===== config.mk =====
export PLATFORM = sky130hd
export DESIGN_NAME = pc_unit
export DESIGN_NICKNAME = d
export VERILOG_FILES = /design/src/rtl/pc_unit.sv
export SDC_FILE = /design/constraint.sdc
export NUM_CORES = 1
export LEC_CHECK = 0
export CAP_MARGIN = 20
export CORE_MARGIN = 3
export CORE_UTILIZATION = 43
export CTS_BUF_LIST = sky130_fd_sc_hd__clkbuf_8
export CTS_CLUSTER_DIAMETER = 120
export DETAILED_ROUTE_END_ITERATION = 16
export GPL_ROUTABILITY_DRIVEN = 0
export HOLD_SLACK_MARGIN = 0.08
export PLACE_DENSITY = 0.83
export REMOVE_ABC_BUFFERS = 1
export SYNTH_ARGS = -nofsm -noshare
export SYNTH_HDL_FRONTEND = slang
export SYNTH_SLANG_ARGS = --single-unit

===== constraint.sdc =====
create_clock -name clk -period 2.4 [get_ports clk]
set_input_delay 0.24 -clock clk [delete_from_list [all_inputs] [get_ports clk]]
set_output_delay 0.24 -clock clk [all_outputs]
set_load 0.005 [all_outputs]

===== src/rtl/pc_unit.sv =====
// pc_unit: program counter with RUN/HANDLER trap FSM and optional return-address stack.
// Define PC_UNIT_RAS_EN to enable the return-address stack (Call pushes, Ret pops).
module pc_unit #(
  parameter int              XLEN         = 32,
  parameter logic [XLEN-1:0] RESET_VECTOR = XLEN'(32'h0000_0000),
  parameter logic [XLEN-1:0] TRAP_VECTOR  = XLEN'(32'h0000_0100),
  parameter int              RAS_DEPTH    = 4
) (
  input  logic            clk,
  input  logic            rst,
  input  logic            Stall,
  input  logic            Redirect,
  input  logic [XLEN-1:0] Redirect_Target,
  input  logic            Call,
  input  logic            Ret,
  input  logic            Trap,
  input  logic            Trap_Return,
  output logic [XLEN-1:0] PC,
  output logic [XLEN-1:0] PC_Plus4,
  output logic [XLEN-1:0] EPC,
  output logic            In_Handler,
  output logic            Double_Fault,
  output logic            RAS_Empty
);
  typedef enum logic {RUN, HANDLER} state_t;
  state_t          state, state_nx;
  logic [XLEN-1:0] pc_nx, epc_nx, ras_top;
  logic            df_nx, trap, tret, pop;
  assign PC_Plus4   = PC + XLEN'(4);
  assign trap       = Trap || (Redirect && Redirect_Target[1:0] != 2'b00);
  assign tret       = Trap_Return && state == HANDLER;
  assign In_Handler = state == HANDLER;
`ifdef PC_UNIT_RAS_EN
  localparam int           PW   = $clog2(RAS_DEPTH);
  localparam logic [PW:0]  FULL = (PW+1)'(RAS_DEPTH);
  logic [XLEN-1:0] ras [RAS_DEPTH];
  logic [PW-1:0]   tp;
  logic [PW:0]     cnt;
  logic            push;
  // Circular buffer: tp is the next write slot, so a push when full overwrites the oldest entry.
  assign push      = !trap && !tret && Redirect && Call;
  assign pop       = !trap && !tret && !Redirect && Ret && !Stall && cnt != '0;
  assign ras_top   = ras[tp - PW'(1)];
  assign RAS_Empty = cnt == '0;
  always_ff @(posedge clk)
    if (push) ras[tp] <= PC_Plus4;
  always_ff @(posedge clk or negedge rst)
    if (!rst) begin
      tp  <= '0;
      cnt <= '0;
    end else if (push) begin
      tp  <= tp + PW'(1);
      cnt <= cnt == FULL ? cnt : cnt + (PW+1)'(1);
    end else if (pop) begin
      tp  <= tp - PW'(1);
      cnt <= cnt - (PW+1)'(1);
    end
`else
  logic unused_ras;
  assign unused_ras = ^{Call, Ret};
  assign ras_top    = '0;
  assign pop        = 1'b0;
  assign RAS_Empty  = 1'b1;
`endif
  always_comb begin
    pc_nx    = trap ? TRAP_VECTOR : tret ? EPC : Redirect ? Redirect_Target :
               pop ? ras_top : Stall ? PC : PC_Plus4;
    epc_nx   = trap && state == RUN ? PC : EPC;
    state_nx = trap ? HANDLER : tret ? RUN : state;
    df_nx    = Double_Fault || (trap && state == HANDLER);
  end
  always_ff @(posedge clk or negedge rst)
    if (!rst) begin
      PC           <= RESET_VECTOR;
      EPC          <= '0;
      state        <= RUN;
      Double_Fault <= 1'b0;
    end else begin
      PC           <= pc_nx;
      EPC          <= epc_nx;
      state        <= state_nx;
      Double_Fault <= df_nx;
    end
endmodule


# Yosys cells after proc, flatten, opt, wreduce, memory -nomap -nowiden
# Cells that the tools add are included.
# word_totals
regBits,66
in_bits,40
out_inout_bits,99
elab_cells,21
# op_classes
n_addsub,1
n_eq_ne,1
muxes,6
n_bitwise,1
reduce_logical,8
# op_table
cell,count
2-to-1 mux 32 bit,4
adder 32 x 3 -> 32 bit (second input constant),1
logical AND 1 bit,4
!= test 4 x 1 -> 1 bit (second input constant),1
nonzero test 2 bit,2
logical OR 1 bit,2
2-to-1 mux 1 bit,2
inverter 1 bit,1

# Depth between registers and ports, before layout
# Gate-level depths: netlist of the first run.
# logic_depth
depth_word,5
ltp_mapped,8
ltp_nobuf,6

# Worst setup path before layout of the first run
# OpenSTA, ideal clock, no wires.
# synth_path
path_kind,reg2out
startpoint,reg PC[2]
endpoint,out PC_Plus4[28]
arrival_ps,2094
required_ps,2160
path_slack_ps,66
stages_incl_launch_ff,7
n_path_buf,1
cell_sequence,dfrtp_1 > ha_1 > clkbuf_1 > nand3_1 > or4_1 > or4_1 > xnor2_1
# synth_between
elab_chain_cells,1
# synth_rtl
element,line_no,text
from (decl),18,"output logic [XLEN-1:0] PC,"
from (signal assigned),79,PC <= pc_nx;
adder 32 x 3 -> 32 bit,29,assign PC_Plus4 = PC + XLEN'(4);
to (decl),19,"output logic [XLEN-1:0] PC_Plus4,"
# No other way between the ends.

# Worst setup path after layout of the first run
# layout_path
startpoint,reg PC[3]
endpoint,out PC_Plus4[27]
# The elaborated chain is that of the path after synthesis.

==> impl_table.tex, run 1 <==
\begin{tabular}{lr}
\hline
Metric & Value \\
\hline
\multicolumn{2}{l}{\textbf{Logic synthesis}} \\
Number of cells produced by synthesis & 422 \\
Most used flip-flop cell after synthesis & sky130\_fd\_sc\_hd\_\_dfrtp\_1 \\
Post-Syn Area & 4040 µm² \\
\#FFs+latches synth & 66 \\
Distinct cells, synth & 59 \\
Leading cell types by total area after synthesis & sky130\_fd\_sc\_hd\_\_dfrtp\_1, sky130\_fd\_sc\_hd\_\_mux2\_2, sky130\_fd\_sc\_hd\_\_xnor2\_1, sky130\_fd\_sc\_hd\_\_nand2\_1, sky130\_fd\_sc\_hd\_\_o21ai\_0 \\
Syn Area/Cell & 9.57 µm² \\
Part of the Yosys area used for sequential elements & 40.9\% \\
Leading area contributor after synthesis & sky130\_fd\_sc\_hd\_\_dfrtp\_1 \\
Ys Warns & 0 \\
Share of the synthesized area in the top cell type & 40.9\% \\
Number of flops mapped to enable cells by yosys & 0 \\
FFs w/ async S/R, synth & 100\% \\
\multicolumn{2}{l}{\textbf{Critical path}} \\
Crit end category & primary output \\
Worst Path Class, Setup & reg -> out \\
Arrival time worst endpoint & 2430 ps \\
Crit start category & register \\
Endpoint required time on the critical path & 2160 ps \\
CP Max Fanout & 7 \\
\multicolumn{2}{l}{\textbf{Timing}} \\
Max Fclk & 374 MHz \\
Period utilisation layout & 111\% \\
Tightest slew margin relative to the limit & 46.6\% \\
Pins Over Slew Limit & 0 \\
Number of setup violations in the final report & 16 \\
Post-layout min period & 2670 ps \\
Slack of the critical path & -273 ps \\
Setup repair after global routing missed its margin & yes \\
Pin slew with the least headroom to its limit & 801 ps \\
Number of failing hold endpoints at the final stage & 0 \\
Final sum of negative setup slack & -1820 ps \\
Worst Skew & 14.2 ps \\
\multicolumn{2}{l}{\textbf{Cells and area}} \\
Most frequent cells in the layout & sky130\_fd\_sc\_hd\_\_clkdlybuf4s50\_1, sky130\_fd\_sc\_hd\_\_buf\_4, sky130\_fd\_sc\_hd\_\_dfrtp\_1 \\
Leading cell type in the layout, fill and taps excluded & sky130\_fd\_sc\_hd\_\_clkdlybuf4s50\_1 \\
Inserted Diodes & 0 \\
Fill cells & 601 \\
Fraction of layout instances using a drive strength above 1 & 29.3\% \\
Final design instance area without fill & 6430 µm² \\
Non-filler instance count after layout & 733 \\
Layout area overhead & 59.3\% \\
Number of nets in the finished design & 662 \\
\multicolumn{2}{l}{\textbf{Clock network}} \\
CTS buffer count & 9 \\
Clock network latency to the later pin of the worst-skew pair & 350 ps \\
Root buffer cell & sky130\_fd\_sc\_hd\_\_clkbuf\_8 \\
CTS tree & yes \\
Clk slew on worst S/H paths & 80 ps \\
Deepest clock path buffer count & 2 \\
Number of levels the H-tree was split into & 3 \\
Clock Sinks & 66 \\
\multicolumn{2}{l}{\textbf{Routing}} \\
Mean number of vias per cell & 6.17 \\
Detailed Route WL & 15700 µm \\
1st-pass router iterations & 6 \\
DR WL/cell & 21.4 µm \\
Via count & 4519 \\
Number of design-rule violations left by the first detailed-router iteration & 446 \\
Number of nets still failing antenna checks after routing & 0 \\
DRC viols & 0 \\
\multicolumn{2}{l}{\textbf{Die}} \\
Number of I/O pins & 139 \\
Site row count & 34 \\
Initial Utilization & 45.2\% \\
Area of the die & 10600 µm² \\
Die Y-Extent & 103 µm \\
Horiz. Die Dim & 103 µm \\
CORE AREA & 8930 µm² \\
\multicolumn{2}{l}{\textbf{Placed design}} \\
Pre-CTS setup slack & -195 ps \\
Final HPWL DP & 10400 µm \\
PortBufs & 135 \\
Placed instance area & 5870 µm² \\
Number of instances in the placed design & 694 \\
\multicolumn{2}{l}{\textbf{Power}} \\
Peak supply drop & 0.000300 V \\
Static Leakage & 3.01 nW \\
Power per standard cell area & 459 nW/µm² \\
\multicolumn{2}{l}{\textbf{Run}} \\
Max\_cap viols & 0 \\
\multicolumn{2}{l}{\textbf{Outcome}} \\
Result of the run & finished, violations left \\
Failing checks & negative setup slack \\
\multicolumn{2}{l}{\textbf{GRT}} \\
Total overflow reported by the global router & 0 \\
GRT Overall Usage & 29.9\% \\
Maximum number of pins on one net before global-route repair & 37 \\
Number of global-route vias before repair & 4572 \\
Number of antenna violations at the first check in global routing & 0 \\
First-pass GRT wire length & 24200 µm \\
\multicolumn{2}{l}{\textbf{Worst hold path}} \\
Type of the most critical hold path & reg -> reg \\
\hline
\end{tabular}
-- kinds of logic after synthesis --
logic type / after synthesis / share of synthesized area (%)
compound gates: 102 / 17.0
xor+xnor: 33 / 7.16
fa+ha+maj: 1 / 0.310
buf+inv: 46 / 5.89
flops: 66 / 40.9
mux: 41 / 11.2
other cells: 1 / 0.0929
simple gates: 132 / 17.5
-- repair_timing --
action	4_1_cts	5_1_grt
hold endpoints to repair	30	0
setup endpoints to repair	22	23
hold buffers	1	0
pin swaps	17	13
setup buffers	23	2
resized for setup	81	13
-- metrics by stage --
| stage | hold WS, ps | util, % | power, mW |
|---|---|---|---|
| floorplan | -55.6 | - | 1.53 |
| global placement | 333 | 65.7 | 1.99 |
| detailed placement | 347 | 65.7 | 2.01 |
| CTS | 467 | 71.7 | 2.93 |
| global route | 483 | 72.0 | 3.07 |
| finish | 469 | 72.0 | 2.95 |
-- worst max-delay path, stage by stage, from the launching register on --
cell	delay [ps]
sky130_fd_sc_hd__dfrtp_1	390
sky130_fd_sc_hd__buf_4	180
sky130_fd_sc_hd__nand3_1	140
sky130_fd_sc_hd__or4_4	560
sky130_fd_sc_hd__or4_4	450
sky130_fd_sc_hd__xnor2_1	140
sky130_fd_sc_hd__clkdlybuf4s15_1	210
-- worst paths after layout --
path                                        startpoint                endpoint  slack (ps)  cells past startpoint
worst max-delay path                 PC[3]$_DFFE_PN0P_            PC_Plus4[27]        -270                      6
worst min-delay path            Double_Fault$_DFF_PN0_  Double_Fault$_DFF_PN0_         470                      1
worst max register to register       PC[3]$_DFFE_PN0P_      PC[27]$_DFFE_PN0P_        -140                      7
worst min register to register  Double_Fault$_DFF_PN0_  Double_Fault$_DFF_PN0_         470                      1
max in group asynchronous                          rst      PC[31]$_DFFE_PN0P_        1210                      3
min in group asynchronous                          rst      EPC[6]$_DFFE_PN0P_         520                      2
-- registers in the layout, indices dropped and copies added (netlist names) --
signal,count
EPC,32
PC,32
Double_Fault,1
In_Handler,1
-- cell type report --
cell class	instances	area, µm²	area share [%]
multi-input combinational	310	2360	36.7
timing repair buffer	225	2060	32.1
sequential	66	1650	25.7
clock buffer	10	138	2.14
tap	108	135	2.10
clock inverter	5	47.5	0.739
inverter	9	33.8	0.525
-- synth_stat cells, drive strengths merged, types with 5 or more instances --
| cell type | n |
|---|---|
| clkbuf | 27 |
| xor2 | 11 |
| a22o | 7 |
| inv | 9 |
| nor3 | 14 |
| mux2 | 32 |
| nand4 | 8 |
| nor2 | 17 |
| nand3 | 21 |
| o211ai | 9 |
| nand2 | 34 |
| a21oi | 22 |
| o21ai | 25 |
| mux2i | 9 |
| nor4 | 5 |
| and3 | 8 |
| dfrtp | 66 |
| xnor2 | 22 |
| buf | 10 |
-- report_power, final --
part	switching (mW)	internal [mW]
combinational	0.330	0.421
clock	0.434	0.492
sequential	0.0827	1.19
total	0.846	2.10
-- layer usage --
| metal | vias up | share of wire (%) | wire [µm] | GRT usage (%) |
|---|---|---|---|---|
| li1 | 1945 | - | - | - |
| met1 | 2189 | 38 | 5910 | 37.2 |
| met2 | 312 | 48 | 7580 | 48.8 |
| met3 | 73 | 10 | 1570 | 6.90 |
| met4 | 0 | 4.2 | 654 | 14.6 |
| met5 | - | 0 | 0 | 0 |
No activity file was read; power rests on OpenSTA's default activity.
==> run 2, diff against run 1 <==
CAP_MARGIN = default   (was 20)
==> results of run 2 <==
The final DEF is identical to that of run 1; final timing and power are the same.
